[src/rtl/cart_mbc_if.sv]
// CPU-side bus of the cartridge mapper: address/data/strobe toward the
// mapper, mapped ROM/RAM addresses, chip selects and RTC read data back.
interface cart_mbc_if #(
  parameter int ROM_ADDR_WIDTH = 21,
  parameter int RAM_ADDR_WIDTH = 15
);
  logic [15:0]               addr;
  logic [7:0]                data_in;
  logic                      wr;
  logic                      rtc_tick;
  logic [ROM_ADDR_WIDTH-1:0] rom_addr;
  logic [RAM_ADDR_WIDTH-1:0] ram_addr;
  logic                      ram_cs;
  logic                      rtc_cs;
  logic [7:0]                rtc_data_out;

  modport master (
    output addr, data_in, wr, rtc_tick,
    input  rom_addr, ram_addr, ram_cs, rtc_cs, rtc_data_out
  );

  modport slave (
    input  addr, data_in, wr, rtc_tick,
    output rom_addr, ram_addr, ram_cs, rtc_cs, rtc_data_out
  );
endinterface

[src/rtl/cart_mbc.sv]
// Game cartridge memory bank controller: decodes CPU writes into banking
// registers (none / MBC1 / MBC3 with real-time clock / MBC5) and maps the
// CPU address onto external ROM and cart-RAM byte addresses.
module cart_mbc #(
  parameter int MBC_TYPE       = 3,
  parameter int ROM_ADDR_WIDTH = 21,
  parameter int RAM_ADDR_WIDTH = 15
) (
  input  logic       clk,
  input  logic       reset_n,
  cart_mbc_if.slave  bus
);

  localparam logic HAS_MAPPER = (MBC_TYPE != 0);
  localparam logic IS_MBC1    = (MBC_TYPE == 1);
  localparam logic IS_MBC3    = (MBC_TYPE == 3);
  localparam logic IS_MBC5    = (MBC_TYPE == 5);

  // RTC register file index: 0=S 1=M 2=H 3=DL 4=DH (CPU codes 08..0C)
  logic       ram_enable_q, ram_enable_d;
  logic [8:0] rom_bank_q, rom_bank_d;
  logic [1:0] upper_q, upper_d;
  logic       mode_q, mode_d;
  logic [3:0] ram_bank_q, ram_bank_d;
  logic       rtc_sel_q, rtc_sel_d;
  logic [2:0] rtc_idx_q, rtc_idx_d;
  logic       latch_armed_q, latch_armed_d;
  logic [7:0] rtc_live_q [5];
  logic [7:0] rtc_live_d [5];
  logic [7:0] rtc_lat_q  [5];
  logic [7:0] rtc_lat_d  [5];

  logic       in_ext;
  logic       rtc_cs_w;
  logic       rtc_wr;
  logic       latch_now;
  logic [8:0] day;
  logic [8:0] eff_bank;
  logic [3:0] ram_bank_eff;

  assign in_ext   = (bus.addr[15:13] == 3'b101);
  assign rtc_cs_w = IS_MBC3 & ram_enable_q & in_ext & rtc_sel_q;
  assign day      = {rtc_live_q[4][0], rtc_live_q[3]};

  // Register-write decode, RTC load/count and latch sequencing
  always_comb begin
    ram_enable_d  = ram_enable_q;
    rom_bank_d    = rom_bank_q;
    upper_d       = upper_q;
    mode_d        = mode_q;
    ram_bank_d    = ram_bank_q;
    rtc_sel_d     = rtc_sel_q;
    rtc_idx_d     = rtc_idx_q;
    latch_armed_d = latch_armed_q;
    rtc_live_d    = rtc_live_q;
    rtc_lat_d     = rtc_lat_q;
    rtc_wr        = 1'b0;
    latch_now     = 1'b0;

    if (bus.wr && HAS_MAPPER) begin
      case (bus.addr[15:13])
        3'b000: ram_enable_d = (bus.data_in[3:0] == 4'hA);
        3'b001: begin
          if (IS_MBC1) begin
            rom_bank_d = {4'd0, (bus.data_in[4:0] == 5'd0) ? 5'd1 : bus.data_in[4:0]};
          end else if (IS_MBC3) begin
            rom_bank_d = {2'd0, (bus.data_in[6:0] == 7'd0) ? 7'd1 : bus.data_in[6:0]};
          end else if (IS_MBC5) begin
            if (!bus.addr[12]) rom_bank_d[7:0] = bus.data_in;
            else               rom_bank_d[8]   = bus.data_in[0];
          end
        end
        3'b010: begin
          if (IS_MBC1) begin
            upper_d = bus.data_in[1:0];
          end else if (IS_MBC5) begin
            ram_bank_d = bus.data_in[3:0];
          end else if (IS_MBC3) begin
            if (bus.data_in <= 8'h03) begin
              ram_bank_d = {2'd0, bus.data_in[1:0]};
              rtc_sel_d  = 1'b0;
            end else if (bus.data_in >= 8'h08 && bus.data_in <= 8'h0C) begin
              rtc_idx_d = bus.data_in[2:0];
              rtc_sel_d = 1'b1;
            end
          end
        end
        3'b011: begin
          if (IS_MBC1) begin
            mode_d = bus.data_in[0];
          end else if (IS_MBC3) begin
            if (bus.data_in == 8'h00) begin
              latch_armed_d = 1'b1;
            end else begin
              latch_armed_d = 1'b0;
              latch_now     = (bus.data_in == 8'h01) && latch_armed_q;
            end
          end
        end
        3'b101: rtc_wr = rtc_cs_w;
        default: ;
      endcase
    end

    if (latch_now) rtc_lat_d = rtc_live_q;

    // A CPU load of an RTC register wins over a coincident tick
    if (rtc_wr) begin
      case (rtc_idx_q)
        3'd0:    rtc_live_d[0] = bus.data_in & 8'h3F;
        3'd1:    rtc_live_d[1] = bus.data_in & 8'h3F;
        3'd2:    rtc_live_d[2] = bus.data_in & 8'h1F;
        3'd3:    rtc_live_d[3] = bus.data_in;
        default: rtc_live_d[4] = bus.data_in & 8'hC1;
      endcase
    end else if (IS_MBC3 && bus.rtc_tick && !rtc_live_q[4][6]) begin
      if (rtc_live_q[0] != 8'd59) begin
        rtc_live_d[0] = (rtc_live_q[0] + 8'd1) & 8'h3F;
      end else begin
        rtc_live_d[0] = 8'd0;
        if (rtc_live_q[1] != 8'd59) begin
          rtc_live_d[1] = (rtc_live_q[1] + 8'd1) & 8'h3F;
        end else begin
          rtc_live_d[1] = 8'd0;
          if (rtc_live_q[2] != 8'd23) begin
            rtc_live_d[2] = (rtc_live_q[2] + 8'd1) & 8'h1F;
          end else begin
            rtc_live_d[2] = 8'd0;
            if (day == 9'h1FF) begin
              rtc_live_d[3]    = 8'd0;
              rtc_live_d[4][0] = 1'b0;
              rtc_live_d[4][7] = 1'b1;
            end else begin
              {rtc_live_d[4][0], rtc_live_d[3]} = day + 9'd1;
            end
          end
        end
      end
    end
  end

  // State registers; reset returns the cartridge to its power-on mapping
  always_ff @(posedge clk or negedge reset_n) begin
    if (!reset_n) begin
      ram_enable_q  <= 1'b0;
      rom_bank_q    <= 9'd1;
      upper_q       <= 2'd0;
      mode_q        <= 1'b0;
      ram_bank_q    <= 4'd0;
      rtc_sel_q     <= 1'b0;
      rtc_idx_q     <= 3'd0;
      latch_armed_q <= 1'b0;
      rtc_live_q    <= '{default: 8'h00};
      rtc_lat_q     <= '{default: 8'h00};
    end else begin
      ram_enable_q  <= ram_enable_d;
      rom_bank_q    <= rom_bank_d;
      upper_q       <= upper_d;
      mode_q        <= mode_d;
      ram_bank_q    <= ram_bank_d;
      rtc_sel_q     <= rtc_sel_d;
      rtc_idx_q     <= rtc_idx_d;
      latch_armed_q <= latch_armed_d;
      rtc_live_q    <= rtc_live_d;
      rtc_lat_q     <= rtc_lat_d;
    end
  end

  assign eff_bank     = IS_MBC1 ? {2'd0, upper_q, rom_bank_q[4:0]} : rom_bank_q;
  assign ram_bank_eff = IS_MBC1 ? (mode_q ? {2'd0, upper_q} : 4'd0) : ram_bank_q;

  // ROM mapping: fixed window below 4000, switchable bank above
  always_comb begin
    if (!HAS_MAPPER) begin
      bus.rom_addr = ROM_ADDR_WIDTH'(bus.addr[14:0]);
    end else if (!bus.addr[14]) begin
      if (IS_MBC1 && mode_q) bus.rom_addr = ROM_ADDR_WIDTH'({upper_q, 5'd0, bus.addr[13:0]});
      else                   bus.rom_addr = ROM_ADDR_WIDTH'(bus.addr[13:0]);
    end else begin
      bus.rom_addr = ROM_ADDR_WIDTH'({eff_bank, bus.addr[13:0]});
    end
  end

  assign bus.ram_addr     = RAM_ADDR_WIDTH'({ram_bank_eff, bus.addr[12:0]});
  assign bus.ram_cs       = HAS_MAPPER & ram_enable_q & in_ext & !rtc_sel_q;
  assign bus.rtc_cs       = rtc_cs_w;
  assign bus.rtc_data_out = rtc_sel_q ? rtc_lat_q[rtc_idx_q] : 8'hFF;

endmodule
[src/flat_wrapper.sv]
// flat-port wrapper written by rule: the top's interface ports become plain ports
module cart_mbc_flat 
#(
  parameter int MBC_TYPE       = 3,
  parameter int ROM_ADDR_WIDTH = 21,
  parameter int RAM_ADDR_WIDTH = 15
)
  (clk, reset_n, bus_addr, bus_data_in, bus_wr, bus_rtc_tick, bus_rom_addr, bus_ram_addr, bus_ram_cs, bus_rtc_cs, bus_rtc_data_out);
  cart_mbc_if #(.ROM_ADDR_WIDTH(ROM_ADDR_WIDTH), .RAM_ADDR_WIDTH(RAM_ADDR_WIDTH)) bus_i ();
  input  logic clk;
  input  logic reset_n;
  input wire logic [$bits(bus_i.addr)-1:0] bus_addr;
  input wire logic [$bits(bus_i.data_in)-1:0] bus_data_in;
  input wire logic [$bits(bus_i.wr)-1:0] bus_wr;
  input wire logic [$bits(bus_i.rtc_tick)-1:0] bus_rtc_tick;
  output wire logic [$bits(bus_i.rom_addr)-1:0] bus_rom_addr;
  output wire logic [$bits(bus_i.ram_addr)-1:0] bus_ram_addr;
  output wire logic [$bits(bus_i.ram_cs)-1:0] bus_ram_cs;
  output wire logic [$bits(bus_i.rtc_cs)-1:0] bus_rtc_cs;
  output wire logic [$bits(bus_i.rtc_data_out)-1:0] bus_rtc_data_out;
  assign bus_i.addr = bus_addr;
  assign bus_i.data_in = bus_data_in;
  assign bus_i.wr = bus_wr;
  assign bus_i.rtc_tick = bus_rtc_tick;
  assign bus_rom_addr = bus_i.rom_addr;
  assign bus_ram_addr = bus_i.ram_addr;
  assign bus_ram_cs = bus_i.ram_cs;
  assign bus_rtc_cs = bus_i.rtc_cs;
  assign bus_rtc_data_out = bus_i.rtc_data_out;
  cart_mbc #(.MBC_TYPE(MBC_TYPE), .ROM_ADDR_WIDTH(ROM_ADDR_WIDTH), .RAM_ADDR_WIDTH(RAM_ADDR_WIDTH)) u_core (.clk(clk), .reset_n(reset_n), .bus(bus_i));
endmodule
[config.mk]
export PLATFORM = sky130hd
export DESIGN_NAME = cart_mbc_flat
export DESIGN_NICKNAME = d
export VERILOG_FILES = /design/src/rtl/cart_mbc_if.sv /design/src/rtl/cart_mbc.sv /design/src/flat_wrapper.sv
export SDC_FILE = /design/constraint.sdc
export NUM_CORES = 1
export LEC_CHECK = 0
export BUFFER_PORTS_ARGS = -buffer_cell sky130_fd_sc_hd__buf_2
export CAP_MARGIN = 30
export CORE_ASPECT_RATIO = 2
export CORE_MARGIN = 4
export CORE_UTILIZATION = 45
export CTS_CLUSTER_DIAMETER = 50
export CTS_CLUSTER_SIZE = 8
export DETAILED_ROUTE_END_ITERATION = 16
export PLACE_DENSITY_LB_ADDON = 0.12
export SLEW_MARGIN = 5
export SYNTH_ARGS = -nofsm -noshare
export SYNTH_HDL_FRONTEND = slang
export SYNTH_SLANG_ARGS = --single-unit
[constraint.sdc]
create_clock -name clk -period 2.5 [get_ports clk]
set_input_delay 0.125 -clock clk [delete_from_list [all_inputs] [get_ports clk]]
set_output_delay 0.125 -clock clk [all_outputs]
set_load 0.02 [all_outputs]
-- Word level (Yosys, flattened, before mapping)
Cells that the tools add are included.
- $add $sub $neg: 4
- $lt $le $gt $ge: 4
- eq/ne operators: 21
- mux-type cells: 35
- bitwise gates (word level): 6
- reduce and logical (&&, ||, !) cells: 26
- operators with widths (kind ; count):
    8-bit 2-to-1 mux ; 9
    33-bit 2-to-1 mux ; 2
    25-bit 2-to-1 mux ; 1
    8-bit binary-select mux with 3-bit select ; 1
    21-bit 2-to-1 mux ; 1
    17-bit 2-to-1 mux ; 1
    8-bit by 6-bit != test with 1-bit output (second input constant) ; 2
    1-bit 2-to-1 mux ; 15
    6-bit by 1-bit adder with 6-bit output (second input constant) ; 2
    3-bit by 2-bit equality test with 1-bit output (second input constant) ; 4
    6-bit 2-to-1 mux ; 2
    2-bit != test (second input constant) ; 5
    2-bit AND reduction ; 5
    5-bit AND reduction ; 2
    9-bit by 1-bit adder with 9-bit output (second input constant) ; 1
    9-bit equality test (second input constant) ; 1
    9-bit 2-to-1 mux ; 1
    3-bit AND reduction ; 3
    8-bit by 1-bit equality test with 1-bit output (second input constant) ; 1
    8-bit by 4-bit greater-or-equal comparator with 1-bit output (second input constant) ; 1
    8-bit by 2-bit <= comparator with 1-bit output (second input constant) ; 1
    8-bit by 4-bit <= comparator with 1-bit output (second input constant) ; 1
    8-bit logical NOT ; 1
    8-bit by 5-bit != test with 1-bit output (second input constant) ; 1
    other kinds (19) ; 32
- bits in registers: 85
- input bits: 28
- output and inout bits: 46
- logic and storage cells: 114

-- Logic depth before layout (Yosys ltp)
Gate-level depths: netlist (run 1).
- depth in word-level cells: 7
- depth in mapped cells: 10

-- Worst setup path before layout (run 1)
OpenSTA, ideal clock, no wires.
- path type: reg2reg
- from: register u_core.rtc_live_q (netlist bit u_core.day[0])
- to: register u_core.rtc_live_q (netlist bit u_core.day[2])
- setup time: 0.083 ns
- arrival: 1.802 ns
- data required time: 2.417 ns
- slack: 0.616 ns
- stages on the path, launching flop included: 11
- buffers on the path: 1
- period minus slack after synthesis: 1.884 ns
- cell sequence: dfrtp_1 ha_1 and3_1 nand2_1 nor2_1 ha_1 a21o_1 clkbuf_1 nor3b_1 a21oi_1 o21ai_0
- longest elaborated chain between the ends: 7
- elaborated cells on any way between the ends: 8
- those cells by class: 1 x add/sub; 1 x eq/ne; 6 x mux
- ends and longest elaborated chain (element ; line ; source):
    start: declaration ; cart_mbc.sv:28 ; logic [7:0] rtc_live_q [5];
    start signal: assignment ; cart_mbc.sv:164 ; rtc_live_q <= rtc_live_d;
    9-bit by 1-bit adder with 9-bit output / 9-bit equality test (equally long branches) ; cart_mbc.sv:134, cart_mbc.sv:129 ;
    8-bit 2-to-1 mux * ; cart_mbc.sv:129 ; if (day == 9'h1FF) begin
    9-bit 2-to-1 mux * ; cart_mbc.sv:125 ; if (rtc_live_q[2] != 8'd23) begin
    17-bit 2-to-1 mux * ; cart_mbc.sv:121 ; if (rtc_live_q[1] != 8'd59) begin
    25-bit 2-to-1 mux * ; cart_mbc.sv:117 ; if (rtc_live_q[0] != 8'd59) begin
    33-bit 2-to-1 mux * ; cart_mbc.sv:116 ; end else if (IS_MBC3 && bus.rtc_tick && !rtc_live_q[4][6]) begin
    33-bit 2-to-1 mux * ; cart_mbc.sv:108 ; if (rtc_wr) begin
Mark *: on every way between the ends. The rest lies on a longest branch, timed or not. The select of a mux whose other input is x is not followed.
A chain may end at the register's enable or synchronous reset.

-- Worst setup path after layout (run 1)
Ends and elaborated chain as after synthesis.

==> results.json, run 1 <==
{
  "finalWirelength_um": 10870,
  "start_util_pct": 45.65,
  "via_per_inst": 5.935,
  "synth_top_area_cell": "dfrtp_1",
  "insertion_delay_ns": 0.33,
  "port_buffers": 34,
  "drt_iter0_drc": 239,
  "worst-setup-path-type": "reg -> reg",
  "antenna_cells": 0,
  "drc": 0,
  "ff2ff_setup_slack_ns": 0.35,
  "fin_crit_sh_pct": 86.11,
  "die_width_um": 75.38,
  "routedWlPerCell_um": 21.36,
  "grt_pass1_vias": 3134,
  "max_slew_margin_pct": 54.74,
  "cts_tree": "yes",
  "crit_cells": 9,
  "clockBufferDepth": 2,
  "clock.fmax_mhz": 464.5,
  "crit_fanout": 9,
  "status": "finished clean",
  "rsz0062_at_grt": "no",
  "cts-root-buf": "clkbuf_16",
  "cpPeakStageDelay_ns": 0.42,
  "ys_warn_count": 0,
  "critPathBufInv": 0,
  "ys.flop_type": "dfrtp_1",
  "post_cts_buffers": 0,
  "leakage_uw": 0.002068,
  "hold_ws_ns": 0.03815,
  "final_util_pct": 49.92,
  "place_hpwl_um": 8033,
  "gp_congestion": 0.8148,
  "nets": 435,
  "critPathCaptureType": "flop",
  "reg2reg_from": "u_core.day[0]",
  "grt_pass1_wl_um": 17160,
  "dieArea_mm2": 0.01076,
  "num_vias": 3021,
  "synth_area_mm2": 0.004086,
  "powerDensity_mw_per_mm2": 690.4,
  "antenna_found_initial": 0,
  "clkTransAtPathRegs_ns": 0.06,
  "cts_num_sinks": 71,
  "r2r-end": "u_core.day[2]",
  "crit_family": "simple AND/OR/NAND/NOR gates",
  "area_growth_syn_to_layout_pct": 9.339,
  "worstPathCellList": "ha_1 -> and3_1 -> nand2_1 -> nor2_1 -> ha_1 -> a21o_1 -> nor3b_1 -> a21oi_1 -> o21ai_0",
  "synth.most_common_cell": "dfrtp_1",
  "avgSynthCellArea_um2": 10.37,
  "synth_top_cells_by_count": "dfrtp_1, mux2_2, o21ai_0",
  "setup_viol": 0,
  "final_layout_size_suffix_gt1_share_pct": 27.76,
  "netlist_instances": 394,
  "cap_viol_max_count": 0,
  "post_cts_resized": 0,
  "cts-buffers-inserted": 9,
  "gr-usage-all-layers_pct": 22.15,
  "coreArea_mm2": 0.008951,
  "final.min_clock_period_ns": 2.153,
  "drtAntennaViolNets": 0,
  "synthDominantCellAreaShare_pct": 42.87,
  "die_y_um": 142.8,
  "synth_fp_nets": 427,
  "tightest_slew_ns": 0.6764,
  "yosysSeqAreaShare_pct": 43.51,
  "ios": 74,
  "fp-row-count": 49,
  "first_pass_iters": 4,
  "synthTopCellsByArea": "dfrtp_1, mux2_2, buf_4",
  "worstPathRequired_ns": 2.74,
  "ys_ff_latch": 71,
  "start_kind": "flop",
  "synth-edff-count": 0,
  "worstPathArrival_ns": 2.39,
  "hold_class": "in -> reg",
  "cts_max_level": 3,
  "cp_common_cell": "ha_1",
  "grt.overflow.total": 0,
  "ir_worst_vdd_mv": 0.3708,
  "synthArstFlopShare_pct": 100.0,
  "reg2reg_depth": 9,
  "grt_max_degree": 72,
  "hold_depth": 2,
  "min_to": "u_core.latch_armed_q",
  "finalHoldViolCount": 0,
  "clock_skew_ns": 0.005292,
  "cp_slowest_cell": "dfrtp_1",
  "synthDistinctLibCells": 63,
  "finalSetupTns_ns": 0,
  "slew_viol_final": 0,
  "hold_path.startpoint": "bus_data_in[7]"
}
layer usage:
metal | GRT usage [%] | vias up | wire (µm) | share of wire [%]
met5 | 0 | - | 0 | 0
met4 | 12.63 | 0 | 405 | 3.7
met3 | 4.158 | 23 | 445 | 4.1
met2 | 38.90 | 69 | 6081 | 56
met1 | 23.74 | 1514 | 3941 | 36
li1 | - | 1415 | - | -
worst max-delay path by stage:
stage / from / endpoint / slack [ns]
3_3_place_gp: u_core.rtc_live_q[24] / u_core.day[0] / 0.42
5_1_grt: u_core.day[0] / u_core.day[2] / 0.16
4_1_cts: u_core.day[0] / u_core.day[2] / 0.34
6_report: u_core.day[0] / u_core.day[2] / 0.35
3_5_place_dp: u_core.day[0] / u_core.day[2] / 0.35
2_1_floorplan: u_core.day[0] / u_core.day[2] / 0.62
cells by family after synthesis:
family,count (synthesis),synth area share (%)
AOI/OAI and AO/OA,90,14.08
muxes,49,14.79
adders and majority gates,5,1.531
DFF,71,43.51
and+or+nand+nor,113,15.92
buffers and inverters,66,10.16
through the flow:
step | instance area [µm²] | instances | worst slack (ns) | total power (µW)
finish | 4468 | 509 | 0.3473 | 3085
global route | 4468 | 509 | 0.1558 | 3228
CTS | 4468 | 509 | 0.3363 | 3127
detailed placement | 4143 | 492 | 0.3501 | 1753
global placement | 4143 | 492 | 0.4153 | 1744
floorplan | 4086 | 394 | 0.6156 | 1650
repair_timing:
action	CTS	global route
endpoints found under the setup margin	0	0
hold endpoints to repair	70	0
hold buffers	1	0
area by class of cell:
class                           count  area [µm²]
Clock buffer                       11       232.7
Clock inverter                      5       82.58
Fill cell                         822        4483
Inverter                           18       67.56
Multi-Input combinational cell    257        1899
Sequential cell                    71        1778
Tap cell                          102       127.6
Timing Repair Buffer               45       280.3
worst register-to-register path: stages (launching register included):
cell	delay [ns]
dfrtp_1	0.42
ha_1	0.24
and3_1	0.23
nand2_1	0.11
nor2_1	0.05
ha_1	0.22
a21o_1	0.28
nor3b_1	0.27
a21oi_1	0.07
o21ai_0	0.18
where the power goes:
group	switching, µW	leakage (µW)	internal [µW]
Sequential	113	0.000933	1240
Clock	481	0.000154	875
Combinational	222	0.000982	151
Total	816	0.00207	2270
sequential cells by signal, summed over array words and instances, names as in the netlist:
register,cells
u_core.rtc_lat_q,28
u_core.eff_bank,7
u_core.latch_armed_q,1
u_core.rtc_live_q,19
u_core.day,9
u_core.rtc_idx_q,3
u_core.ram_enable_q,1
u_core.ram_bank_eff,2
u_core.rtc_sel_q,1
layout by cell type (no fill, tap or decap), drive strengths merged, types with 4 or more instances in the layout:
master	instances
a21oi	20
a31oi	7
a32oi	4
and2	9
and3	6
buf	44
clkbuf	11
dfrtp	70
ha	5
inv	18
mux2	41
mux4	5
nand2	23
nand3	16
nor2	24
nor3	9
nor3b	4
nor4	5
o21ai	32
o22ai	4
(Power assumes the default switching activity.)
==> run 2, diff against run 1 <==
ABC_AREA = 1   (was unset)
==> run 2 against run 1 <==
Combinational power is 58% higher. Cell area is 0.84% higher. Register-to-register slack better by 0.19 ns. Hold slack worse by 0.0049 ns. Non-clock buffer count is 4 lower. Clock power is 4% higher. Largest power group is now the clock network. Count of clock-buffer cells in the layout is 2 higher.
==> results.json, run 2 <==
{
  "rsz0062_at_grt": "no",
  "met3_wirelength_um": 522,
  "hold_ws_ns": 0.03323,
  "clock.fmax_mhz": 510.2,
  "largest_reg_flops": 28,
  "ys.flop_type": "dfrtp_1",
  "setup_viol": 0,
  "largest_register": "u_core.rtc_lat_q",
  "clock_skew_ns": 0.004908,
  "final_common_cell": "nand2_1",
  "powerDensity_mw_per_mm2": 752.5,
  "clkTransAtPathRegs_ns": 0.06,
  "max_slew_margin_pct": 49.01,
  "post_cts_buffers": 0,
  "nets": 605,
  "drc": 0,
  "reg2reg_depth": 13,
  "cts-buffers-inserted": 9,
  "antenna_found_initial": 0,
  "synth-compound-area-share_pct": 9.039,
  "die_y_um": 143.9,
  "antenna_cells": 0,
  "final.min_clock_period_ns": 1.960,
  "place_hpwl_um": 8691,
  "cp_common_cell": "nand2_1",
  "grt.overflow.total": 0,
  "design_area_mm2": 0.004506,
  "area_growth_syn_to_layout_pct": 8.497,
  "synthTopCellsByArea": "dfrtp_1, nand2_1, buf_4",
  "fillerInstances": 916,
  "synthSimpleGateAreaFrac_pct": 31.55,
  "avgSynthCellArea_um2": 7.389,
  "synth_top_cells_by_count": "nand2_1, dfrtp_1, inv_1",
  "drt_iter0_drc": 193,
  "crit_fanout": 5,
  "cts_hold_buffers": 1,
  "cts_tree": "yes",
  "synthArstFlopShare_pct": 100.0,
  "grt_max_degree": 48,
  "gp_congestion": 0.9116,
  "port_buffers": 34,
  "crit_cells": 13,
  "post_cts_resized": 0,
  "tightest_slew_ns": 0.7579,
  "synth-edff-count": 0,
  "cts_max_level": 3,
  "ys_ff_latch": 71,
  "fin_crit_sh_pct": 78.40,
  "crit_family": "simple AND/OR/NAND/NOR gates",
  "synth_top_family_by_area": "simple AND/OR/NAND/NOR gates",
  "via_per_inst": 5.243,
  "cts-root-buf": "clkbuf_16",
  "cap_viol_max_count": 0,
  "gr-usage-all-layers_pct": 22.03,
  "final_util_pct": 49.99,
  "num_vias": 3560,
  "worstPathArrival_ns": 2.19,
  "finalSetupTns_ns": 0,
  "insertion_delay_ns": 0.34,
  "maxUsedRoutingLayer": "met4",
  "synthDistinctLibCells": 27,
  "leakage_uw": 0.002386,
  "synth_fa_ha_area_share_pct": 1.506,
  "cp_slowest_cell": "dfrtp_1",
  "place_area_mm2": 0.004170,
  "cpPeakStageDelay_ns": 0.41,
  "synth_top_area_cell": "dfrtp_1",
  "synthDominantCellAreaShare_pct": 42.18,
  "cts_num_sinks": 71,
  "synth_xor_xnor_area_share_pct": 2.109,
  "ys_warn_count": 0,
  "worst-setup-path-type": "reg -> reg",
  "finalWirelength_um": 11440,
  "wirelength_met1_um": 4227,
  "netlist_instances": 562,
  "critPathBufInv": 2,
  "dr_wl_met2_um": 5883,
  "routedWlPerCell_um": 16.84,
  "dieArea_mm2": 0.01092,
  "grt_pass1_wl_um": 18650,
  "synth.most_common_cell": "nand2_1",
  "first_pass_iters": 5,
  "synth_area_mm2": 0.004153,
  "slew_viol_final": 0,
  "hold_class": "in -> reg",
  "finalHoldViolCount": 0,
  "layout_common_cells": "nand2_1, dfrtp_1, inv_1",
  "hold_depth": 3,
  "worstPathRequired_ns": 2.73,
  "drtAntennaViolNets": 0,
  "ir_worst_vdd_mv": 0.4659,
  "grt_pass1_vias": 3566,
  "status": "finished clean",
  "worstPathCellList": "ha_1 -> nand2_1 -> nor2_1 -> nand3_1 -> nor3_1 -> ha_1 -> inv_1 -> nand2_1 -> inv_1 -> nand2_1 -> nand2_1 -> nand2_1 -> nand2_1",
  "muxShareOfSynthArea_pct": 0,
  "start_kind": "flop",
  "fp-row-count": 49,
  "start_util_pct": 46.08,
  "clockBufferDepth": 2,
  "synth_fp_nets": 595,
  "critPathCaptureType": "flop",
  "coreArea_mm2": 0.009012,
  "yosysSeqAreaShare_pct": 42.81,
  "ios": 74,
  "final_layout_size_suffix_gt1_share_pct": 13.69,
  "die_width_um": 75.93
}
run 2: cell count changes after synthesis, moves of 9 or more:
cell,delta
o21ai_1,+9
o21ai_2,+12
nand3_1,+20
a21oi_1,-18
nand4_1,+9
nand2_1,+201
inv_1,+35
mux2_2,-33
xor2_1,+9
run 2: final cells by class:
| cell class | instances | area, µm² | share of cell area, % |
|---|---|---|---|
| multi-input combinational | 392 | 1836 | 40.74 |
| timing repair buffer | 41 | 225.2 | 4.999 |
| inverter | 57 | 214.0 | 4.749 |
| tap | 102 | 127.6 | 2.833 |
| sequential | 71 | 1778 | 39.46 |
| clock buffer | 13 | 260.3 | 5.776 |
| clock inverter | 3 | 65.06 | 1.444 |
run 2: worst register-to-register path: cells and delay by family, from the launching register on:
| kind | cells | cell delay (ns) |
|---|---|---|
| fa+ha+maj | 2 | 0.38 |
| buf+inv | 2 | 0.16 |
| flops | 1 | 0.41 |
| simple gates | 9 | 0.90 |
run 2: per-stage QoR:
step	setup slack [ns]	total power, µW	instances
floorplan	0.7970	1877	562
global placement	0.6383	1987	662
detailed placement	0.5653	2000	662
CTS	0.5398	3415	679
global route	0.3309	3567	679
finish	0.5399	3390	679
run 2: path summary, 6_finish.rpt:
check                                        start  slack, ns                endpoint
worst max-delay path                 u_core.day[1]       0.54           u_core.day[5]
worst min-delay path                bus_data_in[4]       0.03      u_core.eff_bank[4]
worst max register to register       u_core.day[1]       0.54           u_core.day[5]
worst min register to register  u_core.eff_bank[4]       0.47      u_core.eff_bank[4]
max in group asynchronous                  reset_n       1.38      u_core.eff_bank[0]
min in group asynchronous                  reset_n       0.30  u_core.ram_bank_eff[0]
run 2: metal layers:
metal	track usage, %	vias to the layer above
li1	-	1763
met1	22.43	1647
met2	38.47	109
met3	5.332	41
met4	16.51	0
met5	0	-
run 2: cells by family after synthesis:
kind of cell | Yosys count
compound gates | 65
xor+xnor | 10
fa+ha+maj | 5
buf+inv | 99
flops | 71
simple gates | 312
run 2: report_power, final:
group	internal [µW]	switching (µW)
logic	210	379
registers	1280	108
clock network	927	483
total	2420	971
==> run 3, diff against run 2 <==
clock period = 1.6 ns   (was 2.5 ns; I/O delays follow)
==> run 3 against run 2 <==
The flow now finishes with violations (setup timing). Register-to-register slack got worse by 0.56 ns. Count of clock-buffer cells in the layout fell by 4. Core utilization rose by 7.8 points. Clock skew rose by 0.00078 ns. First-iteration DRC count rose by 22%. Routed wire length rose by 6.8%. Critical path type is now reg -> out. Largest cell class unchanged.
==> results.json, run 3 (synthesis gave the netlist of run 2 again) <==
{
  "routedWlPerCell_um": 16.71,
  "cts_max_level": 3,
  "cts-root-buf": "clkbuf_16",
  "finalHoldViolCount": 0,
  "tightest_slew_ns": 0.4962,
  "fin_crit_sh_pct": 102.3,
  "num_vias": 3891,
  "post-place-cells": 709,
  "rsz0062_at_grt": "yes",
  "grt_pass1_wl_um": 19390,
  "gr-usage-all-layers_pct": 23.03,
  "fillerInstances": 852,
  "leakage_uw": 0.002677,
  "first_pass_iters": 5,
  "clock.fmax_mhz": 610.8,
  "grt.overflow.total": 0,
  "coreArea_mm2": 0.009012,
  "ir_worst_vdd_mv": 0.9434,
  "critPathCaptureType": "output pin",
  "largest_register": "u_core.rtc_lat_q",
  "via_per_inst": 5.323,
  "die_y_um": 143.9,
  "dp_slack_ns": -0.1034,
  "dieArea_mm2": 0.01092,
  "finalNonFillerCells": 731,
  "powerDensity_mw_per_mm2": 1098,
  "start_util_pct": 46.08,
  "drtAntennaViolNets": 0,
  "grt_max_degree": 48,
  "start_kind": "flop",
  "drt_iter0_drc": 235,
  "port_buffers": 34,
  "worstPathRequired_ns": 1.52,
  "cap_viol_max_count": 0,
  "fp-row-count": 49,
  "grt_pass1_vias": 3926,
  "final_common_cell": "nand2_1",
  "antenna_found_initial": 0,
  "insertion_delay_ns": 0.34,
  "gp_congestion": 0.9222,
  "worst-setup-path-type": "reg -> out",
  "setup_viol": 3,
  "crit_fanout": 7,
  "cts_num_sinks": 71,
  "slew_viol_final": 0,
  "finalWirelength_um": 12210,
  "max_slew_margin_pct": 66.77,
  "area_growth_syn_to_layout_pct": 25.52,
  "final.min_clock_period_ns": 1.637,
  "layout_common_cells": "nand2_1, dfrtp_1, buf_4",
  "cts_tree": "yes",
  "status": "finished, violations left",
  "worstPathArrival_ns": 1.56,
  "die_width_um": 75.93,
  "clock_skew_ns": 0.005688,
  "place_hpwl_um": 9275,
  "timing.final.ws_setup_ns": -0.03712,
  "final_layout_size_suffix_gt1_share_pct": 30.05,
  "finalSetupTns_ns": -0.06519,
  "violations": "setup timing",
  "antenna_cells": 0,
  "nets": 657,
  "hold_class": "in -> reg",
  "ios": 74,
  "largest_reg_flops": 28,
  "clockBufferDepth": 2,
  "drc": 0,
  "cts-buffers-inserted": 9,
  "clkTransAtPathRegs_ns": 0.06
}
run 3: cell count changes in the layout (fill, tap and decap cells not counted), moves of 8 or more:
| cell | delta |
|---|---|
| nand2_2 | +22 |
| buf_6 | +9 |
| nand2_1 | -25 |
| inv_1 | -8 |
| buf_4 | +47 |
| buf_2 | -8 |
run 3: layout make-up:
class	count	area [µm²]	area share [%]
inverters	57	229.0	4.393
clock buffers	9	225.2	4.321
repair buffers	92	699.4	13.42
repair inverters	1	7.507	0.1440
flip-flops and latches	71	1782	34.18
well taps	102	127.6	2.448
multi-input cells	392	2021	38.77
clock inverters	7	121.4	2.328
run 3: where the power goes:
group	leakage, µW	internal, µW	total, µW	switching [µW]
clock	0.000158	1520	2340	812
combinational	0.00158	519	1230	709
sequential	0.000935	2000	2160	156
total	0.00268	4050	5720	1680
run 3: timing repair:
item	CTS	global route
hold buffers	1	0
resized for setup	23	64
buffers inserted	4	2
pin swaps	5	27
endpoints found under the setup margin	24	36
cloned	0	1
hold endpoints to repair	33	0
run 3: final timing paths:
check	startpoint	endpoint	slack, ns	cells after the start
worst max register to register	u_core.day[0]	u_core.day[3]	-0.02	12
min in group asynchronous	reset_n	u_core.ram_bank_eff[1]	0.17	2
max in group asynchronous	reset_n	u_core.rtc_lat_q[37]	0.83	3
worst min register to register	u_core.eff_bank[3]	u_core.eff_bank[3]	0.48	2
worst max-delay path	u_core.rtc_idx_q[0]	bus_rtc_data_out[3]	-0.04	7
worst min-delay path	bus_data_in[5]	u_core.eff_bank[5]	0.01	3
run 3: worst max-delay path, stage by stage, from the launching register on:
cell and delay (ns):
dfrtp_2 0.47, nor2_4 0.15, buf_6 0.14, nand2_2 0.06, nand4_1 0.14, nand2_1 0.08
nand2_1 0.07, buf_6 0.12
run 3: through the flow:
stage	area, µm²	utilization (%)	total power, µW	hold WS, ns
6_report	5213	57.84	5723	0.01190
3_5_place_dp	4571	50.71	3325	-0.000008410
5_1_grt	5213	57.84	6037	0.02409
4_1_cts	5001	55.49	5683	0.004228
2_1_floorplan	4163	-	2933	-0.2156
3_3_place_gp	4571	50.71	3288	-0.0004324
run 3: routing by layer:
metal,vias to the layer above,share of wire [%],track usage (%)
met5,-,0,0
met4,0,7.3,17.45
met3,47,4.4,4.203
met2,131,53,42.31
met1,1840,35,22.38
li1,1873,-,-
